<file path="src/rtl/bank_sram_ctrl.sv">
// Bank SRAM controller: consumes one issue-queue request at a time and
// sequences write-buffer, linefill-buffer, SRAM, channel and BIU traffic.
module bank_sram_ctrl #(
    parameter int DATA_WIDTH = 128
) (
    input  logic                  clk_i,
    input  logic                  rst_i,
    input  logic                  iq_sc_valid_i,
    output logic                  iq_sc_ready_o,
    input  logic [1:0]            iq_sc_channel_id_i,
    input  logic [2:0]            iq_sc_opcode_i,
    input  logic [6:0]            iq_sc_set_way_offset_i,
    input  logic [7:0]            iq_sc_wbuffer_id_i,
    input  logic [2:0]            iq_sc_xbar_rob_num_i,
    input  logic [1:0]            iq_sc_cacheline_state_offset0_i,
    input  logic [1:0]            iq_sc_cacheline_state_offset1_i,
    output logic                  sc_wbuf_ren_o,
    output logic [7:0]            sc_wbuf_rid_o,
    input  logic [DATA_WIDTH-1:0] wbuf_sc_rdata_i,
    output logic                  sc_lfb_ren_o,
    output logic [6:0]            sc_lfb_rid_o,
    input  logic [DATA_WIDTH-1:0] lfb_sc_rdata_i,
    output logic                  sc_sram_cs_o,
    output logic                  sc_sram_we_o,
    output logic [6:0]            sc_sram_addr_o,
    output logic [DATA_WIDTH-1:0] sc_sram_wdata_o,
    input  logic [DATA_WIDTH-1:0] sram_sc_rdata_i,
    output logic                  sc_ch_valid_o,
    output logic [1:0]            sc_ch_id_o,
    output logic [2:0]            sc_ch_rob_num_o,
    output logic [DATA_WIDTH-1:0] sc_ch_data_o,
    output logic                  sc_biu_wvalid_o,
    input  logic                  biu_sc_wready_i,
    output logic [6:0]            sc_biu_wid_o,
    output logic [DATA_WIDTH-1:0] sc_biu_wdata_o
);

    // DROP is a one-cycle sink for illegal opcodes so they occupy T1 without side effects.
    typedef enum logic [3:0] {
        IDLE, WR_RD, WR_WR, RD_RD, RD_RSP, LF0, LF1, LF2, WB0, WB1, WB2, WB_SEND, DROP
    } state_t;

    state_t                state_q, state_d;
    logic                  beat_sel_q, beat_sel_d;
    logic [1:0]            ch_id_q, ch_id_d;
    logic [6:0]            swo_q, swo_d;
    logic [7:0]            wbuf_id_q, wbuf_id_d;
    logic [2:0]            rob_q, rob_d;
    logic [1:0]            st0_q, st0_d;
    logic [1:0]            st1_q, st1_d;
    logic [DATA_WIDTH-1:0] beat0_q, beat0_d;
    logic [DATA_WIDTH-1:0] beat1_q, beat1_d;

    logic       accept;
    logic       dirty0, dirty1;
    logic [5:0] set_way;

    assign accept  = iq_sc_valid_i && (state_q == IDLE);
    assign dirty0  = (st0_q == 2'b11);
    assign dirty1  = (st1_q == 2'b11);
    assign set_way = swo_q[6:1];

    // Control state: reset aborts any request in flight.
    always_ff @(posedge clk_i) begin
        if (rst_i) begin
            state_q    <= IDLE;
            beat_sel_q <= 1'b0;
        end else begin
            state_q    <= state_d;
            beat_sel_q <= beat_sel_d;
        end
    end

    // Request fields and write-back beat buffers; only observed while their state is active.
    always_ff @(posedge clk_i) begin
        ch_id_q   <= ch_id_d;
        swo_q     <= swo_d;
        wbuf_id_q <= wbuf_id_d;
        rob_q     <= rob_d;
        st0_q     <= st0_d;
        st1_q     <= st1_d;
        beat0_q   <= beat0_d;
        beat1_q   <= beat1_d;
    end

    // Latch request on accept; capture SRAM read data during write-back reads.
    always_comb begin
        ch_id_d   = ch_id_q;
        swo_d     = swo_q;
        wbuf_id_d = wbuf_id_q;
        rob_d     = rob_q;
        st0_d     = st0_q;
        st1_d     = st1_q;
        beat0_d   = beat0_q;
        beat1_d   = beat1_q;
        if (accept) begin
            ch_id_d   = iq_sc_channel_id_i;
            swo_d     = iq_sc_set_way_offset_i;
            wbuf_id_d = iq_sc_wbuffer_id_i;
            rob_d     = iq_sc_xbar_rob_num_i;
            st0_d     = iq_sc_cacheline_state_offset0_i;
            st1_d     = iq_sc_cacheline_state_offset1_i;
        end
        if (state_q == WB1) beat0_d = sram_sc_rdata_i;
        if (state_q == WB2) beat1_d = sram_sc_rdata_i;
    end

    // Next-state and all outputs, decoded from state and latched fields.
    always_comb begin
        state_d         = state_q;
        beat_sel_d      = beat_sel_q;
        iq_sc_ready_o   = 1'b0;
        sc_wbuf_ren_o   = 1'b0;
        sc_wbuf_rid_o   = '0;
        sc_lfb_ren_o    = 1'b0;
        sc_lfb_rid_o    = '0;
        sc_sram_cs_o    = 1'b0;
        sc_sram_we_o    = 1'b0;
        sc_sram_addr_o  = '0;
        sc_sram_wdata_o = '0;
        sc_ch_valid_o   = 1'b0;
        sc_ch_id_o      = '0;
        sc_ch_rob_num_o = '0;
        sc_ch_data_o    = '0;
        sc_biu_wvalid_o = 1'b0;
        sc_biu_wid_o    = '0;
        sc_biu_wdata_o  = '0;
        case (state_q)
            IDLE: begin
                iq_sc_ready_o = 1'b1;
                if (iq_sc_valid_i) begin
                    case (iq_sc_opcode_i)
                        3'd0:    state_d = WR_RD;
                        3'd1:    state_d = RD_RD;
                        3'd2:    state_d = LF0;
                        3'd3:    state_d = WB0;
                        default: state_d = DROP;
                    endcase
                end
            end
            WR_RD: begin
                sc_wbuf_ren_o = 1'b1;
                sc_wbuf_rid_o = wbuf_id_q;
                state_d       = WR_WR;
            end
            WR_WR: begin
                sc_sram_cs_o    = 1'b1;
                sc_sram_we_o    = 1'b1;
                sc_sram_addr_o  = swo_q;
                sc_sram_wdata_o = wbuf_sc_rdata_i;
                state_d         = IDLE;
            end
            RD_RD: begin
                sc_sram_cs_o   = 1'b1;
                sc_sram_addr_o = swo_q;
                state_d        = RD_RSP;
            end
            RD_RSP: begin
                sc_ch_valid_o   = 1'b1;
                sc_ch_id_o      = ch_id_q;
                sc_ch_rob_num_o = rob_q;
                sc_ch_data_o    = sram_sc_rdata_i;
                state_d         = IDLE;
            end
            LF0: begin
                sc_lfb_ren_o = 1'b1;
                sc_lfb_rid_o = {set_way, 1'b0};
                state_d      = LF1;
            end
            LF1: begin
                sc_sram_cs_o    = 1'b1;
                sc_sram_we_o    = 1'b1;
                sc_sram_addr_o  = {set_way, 1'b0};
                sc_sram_wdata_o = lfb_sc_rdata_i;
                sc_lfb_ren_o    = 1'b1;
                sc_lfb_rid_o    = {set_way, 1'b1};
                if (!swo_q[0]) begin
                    sc_ch_valid_o   = 1'b1;
                    sc_ch_id_o      = ch_id_q;
                    sc_ch_rob_num_o = rob_q;
                    sc_ch_data_o    = lfb_sc_rdata_i;
                end
                state_d = LF2;
            end
            LF2: begin
                sc_sram_cs_o    = 1'b1;
                sc_sram_we_o    = 1'b1;
                sc_sram_addr_o  = {set_way, 1'b1};
                sc_sram_wdata_o = lfb_sc_rdata_i;
                if (swo_q[0]) begin
                    sc_ch_valid_o   = 1'b1;
                    sc_ch_id_o      = ch_id_q;
                    sc_ch_rob_num_o = rob_q;
                    sc_ch_data_o    = lfb_sc_rdata_i;
                end
                state_d = IDLE;
            end
            WB0: begin
                sc_sram_cs_o   = 1'b1;
                sc_sram_addr_o = {set_way, 1'b0};
                state_d        = WB1;
            end
            WB1: begin
                sc_sram_cs_o   = 1'b1;
                sc_sram_addr_o = {set_way, 1'b1};
                state_d        = WB2;
            end
            WB2: begin
                if (dirty0) begin
                    beat_sel_d = 1'b0;
                    state_d    = WB_SEND;
                end else if (dirty1) begin
                    beat_sel_d = 1'b1;
                    state_d    = WB_SEND;
                end else begin
                    state_d = IDLE;
                end
            end
            WB_SEND: begin
                sc_biu_wvalid_o = 1'b1;
                sc_biu_wid_o    = {set_way, beat_sel_q};
                sc_biu_wdata_o  = beat_sel_q ? beat1_q : beat0_q;
                if (biu_sc_wready_i) begin
                    if (!beat_sel_q && dirty1) beat_sel_d = 1'b1;
                    else                       state_d    = IDLE;
                end
            end
            DROP:    state_d = IDLE;
            default: state_d = IDLE;
        endcase
    end

endmodule

</file>
<file path="config.mk">
export PLATFORM = sky130hd
export DESIGN_NAME = bank_sram_ctrl
export DESIGN_NICKNAME = d
export VERILOG_FILES = /design/src/rtl/bank_sram_ctrl.sv
export SDC_FILE = /design/constraint.sdc
export NUM_CORES = 1
export LEC_CHECK = 0
export CAP_MARGIN = 0
export CORE_AREA = 2 2 323 325
export CTS_CLUSTER_SIZE = 25
export DETAILED_ROUTE_END_ITERATION = 6
export DIE_AREA = 0 0 325 327
export SKIP_LAST_GASP = 1
export SYNTH_ARGS = -nofsm -noshare
export SYNTH_HDL_FRONTEND = slang
export SYNTH_SLANG_ARGS = --single-unit
</file>
<file path="constraint.sdc">
create_clock -name clk_i -period 14.4 [get_ports clk_i]
set_input_delay 2.88 -clock clk_i [delete_from_list [all_inputs] [get_ports clk_i]]
set_output_delay 2.88 -clock clk_i [all_outputs]
set_load 0.01 [all_outputs]
</file>
# Yosys cells after proc, flatten, opt, wreduce, memory -nomap -nowiden
# Cells that the tools add are included.
# Widths: inputs -> output; s select.
[totals] register_bits=285 inputBits=415 out_inout_bits=425 wordCells=83
[classes] n_eq_ne=21 muxes=37 n_reduce_logical=15
[op_table] cell="$mux 128" count=4
[op_table] cell="$pmux 128 s3" count=1
[op_table] cell="$pmux 128 s2" count=1
[op_table] cell="$pmux 4 s9" count=1
[op_table] cell="$pmux 7 s3" count=1
[op_table] cell="$mux 4" count=5
[op_table] cell="$eq 4x3->1 const B" count=4
[op_table] cell="$eq 4x4->1 const B" count=4
[op_table] cell="$pmux 4 s4" count=1
[op_table] cell="$pmux 7 s2" count=1
[op_table] cell="$mux 1" count=12
[op_table] cell="$reduce_or 2->1" count=5
[op_table] cell="$pmux 3 s3" count=1
[op_table] cell="$eq 4x2->1 const B" count=2
[op_table] cell="$mux 8" count=1
[op_table] cell="$ne 2x2->1 const B" count=4
[op_table] cell="$mux 7" count=1
[op_table] cell="$eq 3x2->1 const B" count=2
[op_table] cell="$mux 3" count=2
[op_table] cell="$pmux 2 s3" count=1
[op_table] cell="$reduce_or 6->1" count=1
[op_table] cell="$eq 2x2->1 const B" count=2
[op_table] cell="$eq 4x1->1 const B" count=1
[op_table] cell="$logic_not 4->1" count=1
[op_table] cell="12 further kinds" count=14

# Logic depth before layout (Yosys ltp)
[depth] depth_word=5 depth_mapped=6 mapped_depth_nobuf=5

# Worst setup path before layout
# Ideal clock, no wire load.
[synth_timing] path_type="reg-to-output" from="reg state_q[3]" to="out sc_sram_addr_o[0]" arrival_time_ns=3.931 required_time_ns=11.520 setup_slack_ns=7.589 path_stages_with_launch=5 n_path_buf=2 path_cell_list="dfxtp_1 > buf_2 > buf_2 > and3_1 > a21o_1"
[synth_between] elab_chain_len=3 word_cells_on_any_way=10 cone_classes="eq/ne (6); mux (1); reduce/logical (3)"
[synth_lines] item="start, declared" line="43" source="state_t state_q, state_d;"
[synth_lines] item="start signal, assigned" line="69" source="state_q <= state_d;"
[synth_lines] item="$eq 4x4->1, or another cell as far along" line="128" source="case (state_q)"
[synth_lines] item="$reduce_or 2->1 (no source line)"
[synth_lines] item="$pmux 7 s3 (*)" line="128"
[synth_lines] item="end, declared" line="25" source="output logic [6:0] sc_sram_addr_o,"
# Mark *: on every way between the ends. The rest lies on a longest branch, timed or not.

# Worst setup path after layout
[layout_timing] from="in lfb_sc_rdata_i[27]" to="out sc_ch_data_o[27]"
[layout_between] elab_chain_len=2 word_cells_on_any_way=3 cone_classes="mux (3)"
[layout_lines] item="start, declared" line="22" source="input logic [DATA_WIDTH-1:0] lfb_sc_rdata_i,"
[layout_lines] item="$mux 128, on equally long branches" line="190, 177"
[layout_lines] item="$pmux 128 s3 (*)" line="128"
[layout_lines] item="end, declared" line="31" source="output logic [DATA_WIDTH-1:0] sc_ch_data_o,"
# Marks and branches as above.

==> impl_metrics.toml <==
[run_status]
outcome = "completed"

[clock_tree]
cts_resized = 0
worstSkewPairLatency_ps = 610
cts-root-buf = "clkbuf_16"
cts_max_level = 1
cts_made_buffers = 31
clock_sinks = 285
holdBufCountCts = 0
clk_path_buf_depth = 3
cts_tree = "done"
cts_setup_buffers = 0
clk_pin_slew_ps = 60

[worst_setup_path]
cp-start-kind = "input port"
r2r_setup_slack_ps = 11670
crit_fanout = 2
worstPathRequired_ps = 11520
r2r_cells = 2
r2r_end = "beat1_q[57]$_DFFE_PP_"
critPathKind = "in -> out"
endpoint_kind = "primary output"
rr_startpoint = "state_q[3]$_SDFFE_PP0P_"
arrival_ps = 4620

[layout]
drive_above_1_share_pct = 4.11
area_growth_pct = 78.0
layout_commonest_cell = "clkdlybuf4s50_1"
fin_area_sq_um = 24400
n_fill_cell = 10900
layout_common_cells = "clkdlybuf4s50_1, edfxtp_1, a22o_1"
layout.nets = 2197

[detailed_routing]
routed_wl_microns = 73900
vias = 12400
wl_per_cell_microns = 23.2
first_pass_iters = 5
drt_iter0_markers = 665
post_drt_via_cell_ratio = 3.89
drc = 0
drtAntennaViolNets = 0

[min_path]
hold_path.class = "reg -> reg"
holdPathEnd = "beat_sel_q$_SDFFE_PP0P_"
whs_path_depth = 2
hold_start = "st0_q[0]$_DFFE_PP_"

[die]
initial_core_util_pct = 13.3
die_area_sq_um = 106000
rows = 118
core_region_area_sq_um = 103000
die_h_microns = 327
die_width_microns = 325
io_pins = 840

[synthesis]
ys_ff_latch = 285
avgSynthCellArea_sq_um = 13.9
yosysWarnings = 0
synth_cell_types = 47
ys.flop_type = "edfxtp_1"
synth_area_sq_um = 13700
synth_edf_count = 280
synth_nets = 1399
yosysSeqAreaShare_pct = 62.1
synthArstFlopShare_pct = 0
syn_inst = 984

[placed_design]
gp_congestion = 0.896
io_buffers = 839
dp_hpwl_microns = 60400
dpl_worst_slack_ps = 6850
dpl_cell_area_sq_um = 23400

[power]
power.leakage_nw = 7.71
power.total_w = 0.00294
ir_drop_mv = 0.0827
cellPowerDensity_nw_per_um2 = 120

[sta]
maxSlewHeadroom_pct = 23.6
post-route-period-util_pct = 52.1
slew_violations = 0
grt_setup_unrepaired = "false"
fin_crit_ps = 7500
finalHoldViolations = 0
max_freq_mhz = 133
finalWorstSetupSlack_ps = 6900
fin_skew_ps = 22.4
worst_pin_slew_ps = 1150
setup_tns_ps = 0
setup_violations = 0

[grt]
overflow = 0
grt_pass1_wl_microns = 99300
grt_antenna_before_repair = 35
grt_max_degree = 71
grt_pass1_vias = 12200
grt_usage_pct = 13.1

[job]
cap_violations = 0
where the power goes:
| part | internal, W | switching (W) | total, W |
|---|---|---|---|
| sequential | 0.00100 | 0.0000502 | 0.00105 |
| combinational | 0.000600 | 0.000530 | 0.00113 |
| clock | 0.000425 | 0.000326 | 0.000751 |
| total | 0.00203 | 0.000906 | 0.00294 |
worst max path at each step:
| stage | start | endpoint | slack (ps) | cells after the start |
|---|---|---|---|---|
| 2_1_floorplan | state_q[3]$_SDFFE_PP0P_ | sc_sram_addr_o[0] | 7590 | 4 |
| 3_3_place_gp | lfb_sc_rdata_i[28] | sc_sram_wdata_o[28] | 6840 | 3 |
| 3_5_place_dp | lfb_sc_rdata_i[28] | sc_sram_wdata_o[28] | 6850 | 3 |
| 4_1_cts | lfb_sc_rdata_i[28] | sc_sram_wdata_o[28] | 6840 | 3 |
| 5_1_grt | lfb_sc_rdata_i[28] | sc_sram_wdata_o[28] | 6900 | 3 |
| 6_report | lfb_sc_rdata_i[27] | sc_ch_data_o[27] | 6900 | 3 |
worst max-delay path: stages:
cell and delay [ps]:
clkdlybuf4s50_1 920, a22o_1 260, clkdlybuf4s50_1 560
cells in the mapped netlist (2+ instances only):
library cell  instances  area (sq um)
xnor2_1               2          17.5
a22o_1              256          2240
a31oi_1               2          12.5
nand2_1               5          18.8
o21ai_1               2          10.0
nand2b_1              2          12.5
buf_2                53           265
clkbuf_1              9          33.8
buf_6                13           146
nor2_1              136           510
and3_1                3          18.8
edfxtp_1            280          8410
buf_4                15           113
o21ai_0               4          20.0
nor2b_1               8          50.1
mux2i_1             128          1280
inv_2                 2          7.51
and2_1               27           169
dfxtp_1               5           100
a21oi_1               5          25.0
flip-flops by register name (all words and copies together) (netlist names):
register and count:
beat0_q 128, beat1_q 128, wbuf_id_q 8, swo_q 7
state_q 4, rob_q 3, ch_id_q 2, st0_q 2
st1_q 2, beat_sel_q 1
stage by stage:
stage                     utilization, %  hold WS, ps  cells
after detailed placement            22.8          590   3129
after floorplan                        -          518    984
after global routing                23.7          661   3185
final                               23.7          588   3188
after CTS                           23.7          594   3182
after global placement              22.8          561   3129
logic make-up after synthesis:
family                 after synthesis  share of synthesized area [%]
XOR/XNOR                             3                          0.192
multiplexers                       129                           9.44
AND/OR/NAND/NOR                    196                           6.65
AO/OA/AOI/OAI                      277                           17.4
buffers and inverters               94                           4.18
flip-flops                         285                           62.1
area by class of cell:
cell class / instances / area (sq um) / share of cell area [%]
Inverter: 3 / 11.3 / 0.0462
Clock buffer: 37 / 798 / 3.27
Sequential cell: 285 / 8510 / 34.9
Tap cell: 1380 / 1730 / 7.08
Antenna cell: 6 / 15.0 / 0.0616
Multi-Input combinational cell: 605 / 4660 / 19.1
Timing Repair Buffer: 856 / 8530 / 35.0
Clock inverter: 16 / 131 / 0.539
per-layer routing:
metal	track usage [%]	vias to the layer above	part of all wire, %	routed length [microns]
li1	-	5494	-	-
met1	17.6	6129	45	33300
met3	3.28	114	7.1	5240
met4	3.06	6	2.6	1960
met2	21.1	671	45	33400
met5	0	-	0.050	37
Note: power is estimated with default switching activity, not from simulation.
